**src/rtl/semiauto_cmd_pkg.sv**
```systemverilog
// Shared codes for the semi-auto direction-command front end: FSM state codes,
// enabled global modes, command bit positions and the press-priority encoder.
package semiauto_cmd_pkg;

  localparam logic [1:0] FSM_WAIT = 2'b00;
  localparam logic [1:0] FSM_MOVE = 2'b01;
  localparam logic [1:0] FSM_TURN = 2'b10;
  localparam logic [1:0] FSM_COOL = 2'b11;

  localparam logic [1:0] GS_SEMI_A = 2'b01;
  localparam logic [1:0] GS_SEMI_B = 2'b10;

  // Command vector bit positions, highest index wins a simultaneous press.
  localparam int CMD_W        = 4;
  localparam int CMD_STRAIGHT = 3;
  localparam int CMD_BACK     = 2;
  localparam int CMD_LEFT     = 1;
  localparam int CMD_RIGHT    = 0;

  typedef enum logic {
    CTRL_IDLE = 1'b0,
    CTRL_HELD = 1'b1
  } ctrl_state_e;

  function automatic logic gs_enabled(input logic [1:0] gs);
    return (gs == GS_SEMI_A) || (gs == GS_SEMI_B);
  endfunction

  function automatic logic [CMD_W-1:0] cmd_prio_pick(input logic [CMD_W-1:0] ev);
    logic [CMD_W-1:0] pick;
    pick = 4'b0000;
    if (ev[CMD_STRAIGHT]) begin
      pick[CMD_STRAIGHT] = 1'b1;
    end else if (ev[CMD_BACK]) begin
      pick[CMD_BACK] = 1'b1;
    end else if (ev[CMD_LEFT]) begin
      pick[CMD_LEFT] = 1'b1;
    end else if (ev[CMD_RIGHT]) begin
      pick[CMD_RIGHT] = 1'b1;
    end else begin
      pick = 4'b0000;
    end
    return pick;
  endfunction

endpackage

```
**src/rtl/semiauto_cmd_if.sv**
```systemverilog
// Button/mode inputs and held-command outputs between the driver side (master)
// and the command front end (slave).
interface semiauto_cmd_if;
  logic       power;
  logic [1:0] global_state;
  logic [1:0] fsm_state;
  logic       btn_straight;
  logic       btn_back;
  logic       btn_left;
  logic       btn_right;
  logic       straight;
  logic       back;
  logic       left;
  logic       right;
  logic       cmd_valid;

  modport master (
    output power, global_state, fsm_state,
    output btn_straight, btn_back, btn_left, btn_right,
    input  straight, back, left, right, cmd_valid
  );

  modport slave (
    input  power, global_state, fsm_state,
    input  btn_straight, btn_back, btn_left, btn_right,
    output straight, back, left, right, cmd_valid
  );
endinterface

```
**src/rtl/semiauto_cmd_btn_debounce.sv**
```systemverilog
// One button: 2-FF synchroniser, consecutive-mismatch debounce counter and a
// single-cycle pulse on each debounced rising edge.
module btn_debounce #(
  parameter int DEBOUNCE_CYCLES = 2_000_000,
  parameter int CNT_W           = 21
) (
  input  logic sys_clk,
  input  logic rst,
  input  logic raw,
  output logic rise
);

  localparam logic [CNT_W-1:0] CNT_LAST = CNT_W'(DEBOUNCE_CYCLES - 1);

  logic             sync1_r;
  logic             sync2_r;
  logic             level_r;
  logic             level_d_r;
  logic [CNT_W-1:0] cnt_r;

  // Synchronise, count mismatching cycles and flip the level on the last one.
  always_ff @(posedge sys_clk) begin
    if (rst) begin
      sync1_r   <= 1'b0;
      sync2_r   <= 1'b0;
      level_r   <= 1'b0;
      level_d_r <= 1'b0;
      cnt_r     <= '0;
    end else begin
      sync1_r   <= raw;
      sync2_r   <= sync1_r;
      level_d_r <= level_r;
      if (sync2_r != level_r) begin
        if (cnt_r == CNT_LAST) begin
          level_r <= ~level_r;
          cnt_r   <= '0;
        end else begin
          cnt_r <= cnt_r + CNT_W'(1);
        end
      end else begin
        cnt_r <= '0;
      end
    end
  end

  assign rise = level_r & ~level_d_r;

endmodule

```
**src/rtl/semiauto_cmd.sv**
```systemverilog
// Semi-auto direction-command front end: debounces four buttons and holds one
// one-hot command until the downstream FSM leaves its waiting state.
import semiauto_cmd_pkg::*;

module semiauto_cmd #(
  parameter int DEBOUNCE_CYCLES = 2_000_000,
  parameter int CNT_W           = 21
) (
  input  logic          sys_clk,
  input  logic          rst,
  semiauto_cmd_if.slave bus
);

  logic [CMD_W-1:0] btn_raw_s;
  logic [CMD_W-1:0] ev_s;
  logic [CMD_W-1:0] pick_s;
  logic             enable_s;
  ctrl_state_e      state_r;
  logic [CMD_W-1:0] cmd_r;
  logic             valid_r;

  assign btn_raw_s = {bus.btn_straight, bus.btn_back, bus.btn_left, bus.btn_right};

  for (genvar i = 0; i < CMD_W; i++) begin : g_btn
    btn_debounce #(
      .DEBOUNCE_CYCLES(DEBOUNCE_CYCLES),
      .CNT_W          (CNT_W)
    ) u_btn_debounce (
      .sys_clk(sys_clk),
      .rst    (rst),
      .raw    (btn_raw_s[i]),
      .rise   (ev_s[i])
    );
  end

  // Block enable and winning press for this cycle.
  always_comb begin
    enable_s = bus.power & gs_enabled(bus.global_state);
    pick_s   = cmd_prio_pick(ev_s);
  end

  // IDLE/HELD controller; fsm_state is the downstream register, so a press on
  // the edge it leaves WAIT is dropped rather than queued.
  always_ff @(posedge sys_clk) begin
    if (rst) begin
      state_r <= CTRL_IDLE;
      cmd_r   <= 4'b0000;
      valid_r <= 1'b0;
    end else if (!enable_s) begin
      state_r <= CTRL_IDLE;
      cmd_r   <= 4'b0000;
      valid_r <= 1'b0;
    end else if ((ev_s != 4'b0000) && (bus.fsm_state == FSM_WAIT)) begin
      state_r <= CTRL_HELD;
      cmd_r   <= pick_s;
      valid_r <= 1'b1;
    end else if ((state_r == CTRL_HELD) && (bus.fsm_state != FSM_WAIT)) begin
      state_r <= CTRL_IDLE;
      cmd_r   <= 4'b0000;
      valid_r <= 1'b0;
    end else begin
      state_r <= state_r;
      cmd_r   <= cmd_r;
      valid_r <= valid_r;
    end
  end

  assign bus.straight  = cmd_r[CMD_STRAIGHT];
  assign bus.back      = cmd_r[CMD_BACK];
  assign bus.left      = cmd_r[CMD_LEFT];
  assign bus.right     = cmd_r[CMD_RIGHT];
  assign bus.cmd_valid = valid_r;

endmodule

```
**src/flat_wrapper.sv**
```systemverilog
// flat-port wrapper written by rule: the top's interface ports become plain ports
module semiauto_cmd_flat 
#(
  parameter int DEBOUNCE_CYCLES = 2_000_000,
  parameter int CNT_W           = 21
)
  (sys_clk, rst, bus_power, bus_global_state, bus_fsm_state, bus_btn_straight, bus_btn_back, bus_btn_left, bus_btn_right, bus_straight, bus_back, bus_left, bus_right, bus_cmd_valid);
  semiauto_cmd_if bus_i ();
  input  logic sys_clk;
  input  logic rst;
  input wire logic [$bits(bus_i.power)-1:0] bus_power;
  input wire logic [$bits(bus_i.global_state)-1:0] bus_global_state;
  input wire logic [$bits(bus_i.fsm_state)-1:0] bus_fsm_state;
  input wire logic [$bits(bus_i.btn_straight)-1:0] bus_btn_straight;
  input wire logic [$bits(bus_i.btn_back)-1:0] bus_btn_back;
  input wire logic [$bits(bus_i.btn_left)-1:0] bus_btn_left;
  input wire logic [$bits(bus_i.btn_right)-1:0] bus_btn_right;
  output wire logic [$bits(bus_i.straight)-1:0] bus_straight;
  output wire logic [$bits(bus_i.back)-1:0] bus_back;
  output wire logic [$bits(bus_i.left)-1:0] bus_left;
  output wire logic [$bits(bus_i.right)-1:0] bus_right;
  output wire logic [$bits(bus_i.cmd_valid)-1:0] bus_cmd_valid;
  assign bus_i.power = bus_power;
  assign bus_i.global_state = bus_global_state;
  assign bus_i.fsm_state = bus_fsm_state;
  assign bus_i.btn_straight = bus_btn_straight;
  assign bus_i.btn_back = bus_btn_back;
  assign bus_i.btn_left = bus_btn_left;
  assign bus_i.btn_right = bus_btn_right;
  assign bus_straight = bus_i.straight;
  assign bus_back = bus_i.back;
  assign bus_left = bus_i.left;
  assign bus_right = bus_i.right;
  assign bus_cmd_valid = bus_i.cmd_valid;
  semiauto_cmd #(.DEBOUNCE_CYCLES(DEBOUNCE_CYCLES), .CNT_W(CNT_W)) u_core (.sys_clk(sys_clk), .rst(rst), .bus(bus_i));
endmodule
```
**config.mk**
```make
export PLATFORM = sky130hd
export DESIGN_NAME = semiauto_cmd_flat
export DESIGN_NICKNAME = d
export VERILOG_FILES = /design/src/rtl/semiauto_cmd_pkg.sv /design/src/rtl/semiauto_cmd_if.sv /design/src/rtl/semiauto_cmd_btn_debounce.sv /design/src/rtl/semiauto_cmd.sv /design/src/flat_wrapper.sv
export SDC_FILE = /design/constraint.sdc
export NUM_CORES = 1
export LEC_CHECK = 0
export CAP_MARGIN = 20
export CORE_AREA = 2 2 105 107
export CTS_BUF_LIST = sky130_fd_sc_hd__clkbuf_4
export CTS_CLUSTER_SIZE = 25
export DETAILED_ROUTE_END_ITERATION = 6
export DIE_AREA = 0 0 107 109
export PLACE_DENSITY = 0.62
export SYNTH_ARGS = -nofsm -noshare
export SYNTH_HDL_FRONTEND = slang
export SYNTH_SLANG_ARGS = --single-unit
export TNS_END_PERCENT = 10
```
**constraint.sdc**
```tcl
create_clock -name sys_clk -period 2.3 [get_ports sys_clk]
set_input_delay 0.23 -clock sys_clk [delete_from_list [all_inputs] [get_ports sys_clk]]
set_output_delay 0.23 -clock sys_clk [all_outputs]
set_load 0.01 [all_outputs]
```
# Yosys cells after proc, flatten, opt, wreduce, memory -nomap -nowiden
# Cells that the tools add are included.
op_classes:
  mux: 11
  bitwise: 18
  eq_ne: 10
  addsub: 4
  n_reduce_logical: 16
ops:
  columns: ["op", "count"]
  rows:
  - ["$add 21x1->21 const B", 4]
  - ["$eq 21x21->1 const B", 4]
  - ["$not 1->1", 13]
  - ["$reduce_or 3->1", 4]
  - ["$mux 4", 2]
  - ["$reduce_and 2->1", 4]
  - ["$mux 1", 7]
  - ["$and 1x1->1", 5]
  - ["$ne 1x1->1", 4]
  - ["$reduce_bool 2->1", 2]
  - ["$reduce_bool 4->1", 1]
  - ["$mux 3", 1]
  - ["$eq 2x1->1 const B", 1]
  - ["$eq 2x2->1 const B", 1]
  - ["$logic_and 1x1->1", 2]
  - ["$logic_not 2->1", 1]
  - ["$mux 2", 1]
  - ["$reduce_or 2->1", 1]
  - ["$logic_or 1x1->1", 1]
word_totals:
  elab_cells: 81
  output_inout_bits: 5
  register_bits: 105
  in_bits: 11

# Logic depth before layout (Yosys ltp)
# Gate-level depths: netlist of the first run.
logic_depth:
  ltp_word: 7
  depth_mapped: 7
  mapped_depth_nobuf: 5

# Cells and area by module
# Synthesis of the first run repeated with hierarchy kept, for this count alone.
hier_totals:
  hier_cells: 531
  hier_area_um2: 4626.9
by_module_without_submodules:
  columns: ["module", "cells_per_inst", "seq_area_each_um2", "instances", "area_each_um2"]
  rows:
  - ["btn_debounce", 126, 500.5, 4, 1089.8]
  - ["semiauto_cmd", 27, 100.1, 1, 267.8]

# Worst setup path before layout of the first run
# OpenSTA, ideal clock, no wires.
synth_path:
  path_type: "register -> register"
  start: "register u_core.g_btn[3].u_btn_debounce.cnt_r[0]"
  end: "register u_core.g_btn[3].u_btn_debounce.cnt_r[11]"
  synth_period_minus_slack_ps: 1967
  path_slack_ps: 333
  path_stages_with_launch: 7
  setup_ps: 115
  path_buffers: 1
  arrival_ps: 1853
  required_ps: 2185
  path_cell_list: "dfxtp_1 ha_1 nand2_1 or4_2 o21bai_2 buf_4 nor2_1"
synth_between:
  elab_chain_cells: 2
  elab_cells_between_ends: 3
  cone_classes: "add/sub (1); eq/ne (1); reduce/logical (1)"
synth_rtl:
  columns: ["element", "line_no", "rtl"]
  rows:
  - ["start: declaration", "semiauto_cmd_btn_debounce.sv:19", "logic [CNT_W-1:0] cnt_r;"]
  - ["start signal: assignment", "semiauto_cmd_btn_debounce.sv:38", "cnt_r <= cnt_r + CNT_W'(1);"]
  - ["branches (longest 2 deep; another with $add 21x1->21)", null, null]
# Several ways; the timed one is not identified.
# A chain may end at the register's enable or synchronous reset.

# Worst setup path in the final report of the first run
layout_path:
  start: "register u_core.g_btn[3].u_btn_debounce.cnt_r[0]"
  end: "register u_core.g_btn[3].u_btn_debounce.cnt_r[20]"
# Same word-level chain as after synthesis.

==> results of run 1 <==
stage by stage:
| stage | instances | util [%] | instance area, um2 |
|---|---|---|---|
| finish | 691 | 47.79 | 5067 |
| global placement | 675 | 46.42 | 4922 |
| floorplan | 529 | - | 4616 |
| CTS | 691 | 47.79 | 5067 |
| global route | 691 | 47.79 | 5067 |
| detailed placement | 675 | 46.42 | 4922 |
logic make-up after synthesis:
kind of cell             count (synthesis)  synth area share, %
AND/OR/NAND/NOR                        259                31.12
AO/OA/AOI/OAI                           75                9.244
buffers and inverters                   32                2.765
adder cells (fa/ha/maj)                  4                1.084
XOR/XNOR                                54                10.25
flip-flops                             105                45.54
power breakdown:
| part | leakage (nW) | switching (mW) | internal [mW] |
|---|---|---|---|
| Combinational | 0.589 | 0.0330 | 0.0298 |
| Sequential | 0.847 | 0.00437 | 1.83 |
| Clock | 0.0769 | 0.629 | 0.342 |
| Total | 1.51 | 0.666 | 2.20 |
cell type report:
class / instances / area (um2) / share of cell area, %
Clock buffer: 9 / 67.56 / 1.333
Clock inverter: 7 / 77.57 / 1.531
Inverter: 17 / 63.81 / 1.259
Multi-Input combinational cell: 392 / 2386 / 47.09
Sequential cell: 105 / 2102 / 41.48
Tap cell: 140 / 175.2 / 3.457
Timing Repair Buffer: 21 / 195.2 / 3.852
worst register-to-register path, delay by kind of cell, from the launching register on:
kind | cells | cell delay (ns)
simple gates | 3 | 1.30
flops | 1 | 0.40
fa+ha+maj | 1 | 0.21
compound gates | 1 | 0.14
placed cells by master, fill, tap and decap left out, types with 7 or more instances in the layout:
| cell type | count |
|---|---|
| a21oi_1 | 35 |
| nand4_1 | 20 |
| dfxtp_1 | 105 |
| inv_1 | 17 |
| nor3_1 | 9 |
| nor2_1 | 63 |
| or4_1 | 16 |
| nand3_1 | 30 |
| o21ai_0 | 21 |
| o31ai_1 | 11 |
| nor4b_1 | 7 |
| xor2_1 | 27 |
| or3_1 | 20 |
| clkbuf_4 | 9 |
| and4_1 | 8 |
| nor2b_1 | 18 |
| xnor2_1 | 27 |
| nand2_1 | 30 |
| clkdlybuf4s50_1 | 15 |
| nor4_1 | 8 |
| and3_1 | 9 |
layer usage:
metal  wire length, um  vias up
met5                 0        -
met1              4289     1703
met4                82        0
met2              3830       37
li1                  -     1905
met3               262        5
registers in the layout (all words and copies together) (netlist names):
signal                                 cells
u_core.cmd_r                               4
u_core.bus.cmd_valid                       1
u_core.g_btn.u_btn_debounce.level_d_r      4
u_core.g_btn.u_btn_debounce.level_r        4
u_core.g_btn.u_btn_debounce.sync1_r        4
u_core.g_btn.u_btn_debounce.sync2_r        4
u_core.g_btn.u_btn_debounce.cnt_r         84
how the worst max path moves through the flow:
stage | start | to | slack, ns | cells after the start
finish | u_core.g_btn[3].u_btn_debounce.cnt_r[0] | u_core.g_btn[3].u_btn_debounce.cnt_r[20] | 0.21 | 5
global route | u_core.g_btn[3].u_btn_debounce.cnt_r[0] | u_core.g_btn[3].u_btn_debounce.cnt_r[20] | 0.05 | 5
CTS | u_core.g_btn[3].u_btn_debounce.cnt_r[0] | u_core.g_btn[3].u_btn_debounce.cnt_r[20] | 0.20 | 5
detailed placement | u_core.g_btn[3].u_btn_debounce.cnt_r[0] | u_core.g_btn[3].u_btn_debounce.cnt_r[20] | 0.23 | 5
global placement | u_core.g_btn[3].u_btn_debounce.cnt_r[0] | u_core.g_btn[3].u_btn_debounce.cnt_r[20] | 0.27 | 5
floorplan | u_core.g_btn[3].u_btn_debounce.cnt_r[0] | u_core.g_btn[3].u_btn_debounce.cnt_r[11] | 0.33 | 6
==> flow_summary.json, run 1 <==
{
  "regToRegStartpoint": "u_core.g_btn[3].u_btn_debounce.cnt_r[0]",
  "synth-edff-count": 0,
  "dieHeight_um": 109,
  "synth_top_area_share_pct": 45.54,
  "ant_nets": 0,
  "layout_setup_ws_ns": 0.2050,
  "critPathMaxStageDelay_ns": 0.68,
  "synth_nets": 544,
  "critPathMostFrequentCell": "or4_1",
  "use_met3_pct": 5.439,
  "setup-tns-final_ns": 0,
  "hold_viol_final": 0,
  "async_reset_ff_share_pct": 0,
  "antenna_found_initial": 0,
  "drc_errors": 0,
  "start_kind": "flop",
  "arrival_ns": 2.51,
  "cpMaxStageDelayCell": "or4_1",
  "grt.total_usage_pct": 15.65,
  "min_to": "u_core.g_btn[3].u_btn_debounce.sync1_r",
  "whs_ns": 0.3011,
  "grt-busiest-layer": "met2",
  "required_ns": 2.72,
  "grt_max_degree": 21,
  "path_cells": "ha_1 > nand2_1 > or4_1 > or4_1 > a21oi_1",
  "fin_crit_sh_pct": 91.09,
  "synth_largest_area_cell": "dfxtp_1",
  "p_leak_nw": 1.514,
  "fillers": 1037,
  "clk_pin_slew_ns": 0.16,
  "drive_above_1_share_pct": 5.989,
  "post_synth_inst_count": 529,
  "slew_viol_final": 0,
  "root_buffer": "clkbuf_4",
  "cp_max_fo": 9,
  "detail_route.iter0.violations": 159,
  "skew_ns": 0.02075,
  "crit_buf_inv": 0,
  "firstDrtPassIters": 4,
  "synthFlopType": "dfxtp_1",
  "synth_area_leaders": "dfxtp_1 (46%), nor2_1 (5.1%), xnor2_1 (5.1%), xor2_1 (5.1%), a21oi_1 (3.8%)",
  "grt_pass1_wl_mm": 14.71,
  "yosys.cell_types.count": 39,
  "cap_violations": 0,
  "cts_hold_buf": 0,
  "pre_cts_ws_ns": 0.2345,
  "wl_per_cell_um": 12.25,
  "yosys_warnings": 0,
  "status": "finished, final reports clean",
  "reg2reg_depth": 5,
  "setup_viol": 0,
  "areaGrowthSynthToFinish_pct": 9.786,
  "n_antenna_cell": 0,
  "path_class": "flop to flop",
  "globalRoute.totalOverflow": 0,
  "htree_levels": 3,
  "vias": 3650,
  "clock_path_buffers": 2,
  "cts_resized": 0,
  "die_area_um2": 11660,
  "post_cts_buffers": 0,
  "hp-class": "input pin to flop",
  "synth.most_common_cell": "dfxtp_1",
  "synth-seq-area-share_pct": 45.54,
  "tightest_slew_ns": 0.5557,
  "finalWirelength_mm": 8.464,
  "initial_core_util_pct": 43.53,
  "clk_latency_ns": 0.47,
  "grt_pass1_vias": 3350,
  "period_minus_slack_ns": 2.095,
  "crit_family": "simple AND/OR/NAND/NOR gates",
  "use_met1_pct": 19.22,
  "core_um2": 10600,
  "cts-buffers-inserted": 9,
  "num_rows": 38,
  "place_congestion": 0.8492,
  "peakVddDrop_mv": 0.3207,
  "r2r_slack_ns": 0.21,
  "rsz0062_at_grt": "no",
  "hold_start": "bus_btn_straight",
  "clock.fmax_mhz": 477.3,
  "syn_area_um2": 4616,
  "hold_depth": 2,
  "total_power_mw": 2.867,
  "timing.rr.end": "u_core.g_btn[3].u_btn_debounce.cnt_r[20]",
  "tritoncts": "built",
  "synthTopCellsByCount": "dfxtp_1 (105), nor2_1 (63), a21oi_1 (35), nand2_1 (30), nand3_1 (30)",
  "met2_usage_pct": 26.25,
  "final_nets": 561,
  "ios": 16,
  "die_x_um": 107,
  "vias_per_cell": 5.282,
  "p_per_area_nw_per_um2": 565.7,
  "ys_seq_elements": 105,
  "slew_headroom_pct": 62.61,
  "end_kind": "flop",
  "io_buffers": 15,
  "cts_sinks": 105,
  "hpwl_mm": 5.938,
  "avgSynthCellArea_um2": 8.725
}
Note: power is estimated with default switching activity, not from simulation.
==> run 2: changes to the inputs <==
--- a/config.mk
+++ b/config.mk
@@ -15,4 +15,4 @@
 export SYNTH_ARGS = -nofsm -noshare
 export SYNTH_HDL_FRONTEND = slang
 export SYNTH_SLANG_ARGS = --single-unit
-export TNS_END_PERCENT = 10
+export TNS_END_PERCENT = 1
==> results of run 2 <==
The final DEF is identical to that of run 1; final timing and power are the same.
==> run 3: changes to the inputs <==
--- a/config.mk
+++ b/config.mk
@@ -11,7 +11,8 @@
 export CTS_CLUSTER_SIZE = 25
 export DETAILED_ROUTE_END_ITERATION = 6
 export DIE_AREA = 0 0 107 109
-export PLACE_DENSITY = 0.62
+export PLACE_DENSITY = 0.56
+export RECOVER_POWER = 50
 export SYNTH_ARGS = -nofsm -noshare
 export SYNTH_HDL_FRONTEND = slang
 export SYNTH_SLANG_ARGS = --single-unit
==> flow_summary.json, run 3 (synthesis results as in run 1) <==
{
  "status": "finished, final reports clean",
  "core_um2": 10600,
  "placed_area_um2": 4937,
  "skew_ns": 0.02447,
  "clock.fmax_mhz": 479.9,
  "hold_viol_final": 0,
  "drive_above_1_share_pct": 5.606,
  "p_per_area_nw_per_um2": 562.4,
  "register_area_um2": 2102,
  "hold_depth": 2,
  "period_minus_slack_ns": 2.084,
  "cp_max_fo": 9,
  "end_kind": "flop",
  "grt_max_degree": 21,
  "die_x_um": 107,
  "clk_pin_slew_ns": 0.16,
  "areaGrowthSynthToFinish_pct": 9.705,
  "cts_sinks": 105,
  "peakVddDrop_mv": 0.2709,
  "slew_viol_final": 0,
  "fin_area_um2": 5064,
  "io_buffers": 15,
  "cts_resized": 0,
  "pre_cts_ws_ns": 0.2254,
  "cts-buffers-inserted": 9,
  "largest_reg_flops": 84,
  "start_kind": "flop",
  "reg2reg_depth": 5,
  "multiInputGateArea_um2": 2386,
  "final_nets": 563,
  "largest_register": "u_core.g_btn.u_btn_debounce.cnt_r",
  "globalRoute.totalOverflow": 0,
  "drc_errors": 0,
  "critPathMaxStageDelay_ns": 0.68,
  "path_class": "flop to flop",
  "drt-met1-wl_mm": 4.195,
  "total_power_mw": 2.848,
  "whs_ns": 0.3255,
  "place_congestion": 0.8367,
  "cpMaxStageDelayCell": "or4_1",
  "vias_per_cell": 5.245,
  "ios": 16,
  "layout_commonest_cell": "dfxtp_1",
  "layout_common_cells": "dfxtp_1 (105), nor2_1 (63), a21oi_1 (35), nand3_1 (30), nand2_1 (30)",
  "hpwl_mm": 6.127,
  "fillers": 1047,
  "rsz0062_at_grt": "no",
  "tightest_slew_ns": 0.5225,
  "htree_levels": 3,
  "required_ns": 2.69,
  "finalWirelength_mm": 8.489,
  "antenna_found_initial": 0,
  "cts_hold_buf": 0,
  "arrival_ns": 2.47,
  "grt.total_usage_pct": 16.10,
  "vias": 3635,
  "num_rows": 38,
  "clk_latency_ns": 0.44,
  "n_antenna_cell": 0,
  "firstDrtPassIters": 5,
  "root_buffer": "clkbuf_4",
  "grt_pass1_vias": 3433,
  "wl_met3_um": 222,
  "hp-class": "input pin to flop",
  "post_cts_buffers": 0,
  "setup_viol": 0,
  "top_layer": "met4",
  "dieHeight_um": 109,
  "r2r_slack_ns": 0.22,
  "slew_headroom_pct": 64.85,
  "die_area_um2": 11660,
  "layout_setup_ws_ns": 0.2163,
  "dr_wl_met2_mm": 3.969,
  "clock_path_buffers": 2,
  "critPathMostFrequentCell": "or4_1",
  "path_cells": "ha_1 > nand2_1 > or4_1 > or4_1 > a21oi_1",
  "cap_violations": 0,
  "p_leak_nw": 1.522,
  "ant_nets": 0,
  "detail_route.iter0.violations": 163,
  "tritoncts": "built",
  "grt_pass1_wl_mm": 15.35,
  "wl_per_cell_um": 12.25,
  "setup-tns-final_ns": 0,
  "initial_core_util_pct": 43.53,
  "fin_crit_sh_pct": 90.59
}
==> run 3: cell count changes in the layout (fill, tap and decap cells not counted), moves of 2 or more <==
cell             before  now
o21ai_1               2    0
clkbuf_4              9   12
buf_4                 6    3
and2_0                1    3
and2_1                5    3
inv_6                 2    0
o21ai_0              21   23
dlygate4sd3_1         0    6
clkdlybuf4s50_1      15    9
clkbuf_1              0    4
==> run 3: area by class of cell <==
type	count	area share [%]
Clock buffer	12	1.779
Sequential cell	105	41.51
Tap cell	140	3.459
Multi-Input combinational cell	392	47.12
Inverter	17	1.260
Timing Repair Buffer	23	3.805
Clock inverter	4	1.063
==> run 3: critical path: cells and delay by family, from the launching register on <==
kind,cells,cell delay [ns]
AOI/OAI and AO/OA,1,0.15
adders and majority gates,1,0.21
DFF,1,0.40
and+or+nand+nor,3,1.29
==> run 3: metal layers <==
metal,vias up,GRT usage [%]
met5,-,0
met4,0,4.360
met3,10,3.825
met2,32,27.07
met1,1667,20.81
li1,1926,-
==> run 3: path summary, 6_finish.rpt <==
path                                      startpoint                                        to
max          u_core.g_btn[3].u_btn_debounce.cnt_r[0]  u_core.g_btn[3].u_btn_debounce.cnt_r[20]
min                                    bus_btn_right    u_core.g_btn[0].u_btn_debounce.sync1_r
max reg2reg  u_core.g_btn[3].u_btn_debounce.cnt_r[0]  u_core.g_btn[3].u_btn_debounce.cnt_r[20]
min reg2reg   u_core.g_btn[3].u_btn_debounce.sync1_r    u_core.g_btn[3].u_btn_debounce.sync2_r
==> run 3: stage by stage <==
| step | cells | utilization, % |
|---|---|---|
| after detailed placement | 677 | 46.57 |
| after CTS | 693 | 47.92 |
| after floorplan | 529 | - |
| after global routing | 693 | 47.76 |
| final | 693 | 47.76 |
| after global placement | 677 | 46.57 |
==> run 3: where the power goes <==
group          switching [mW]  internal, mW
sequential            0.00438          1.83
combinational          0.0317        0.0285
clock                   0.583         0.372
total                   0.619          2.23
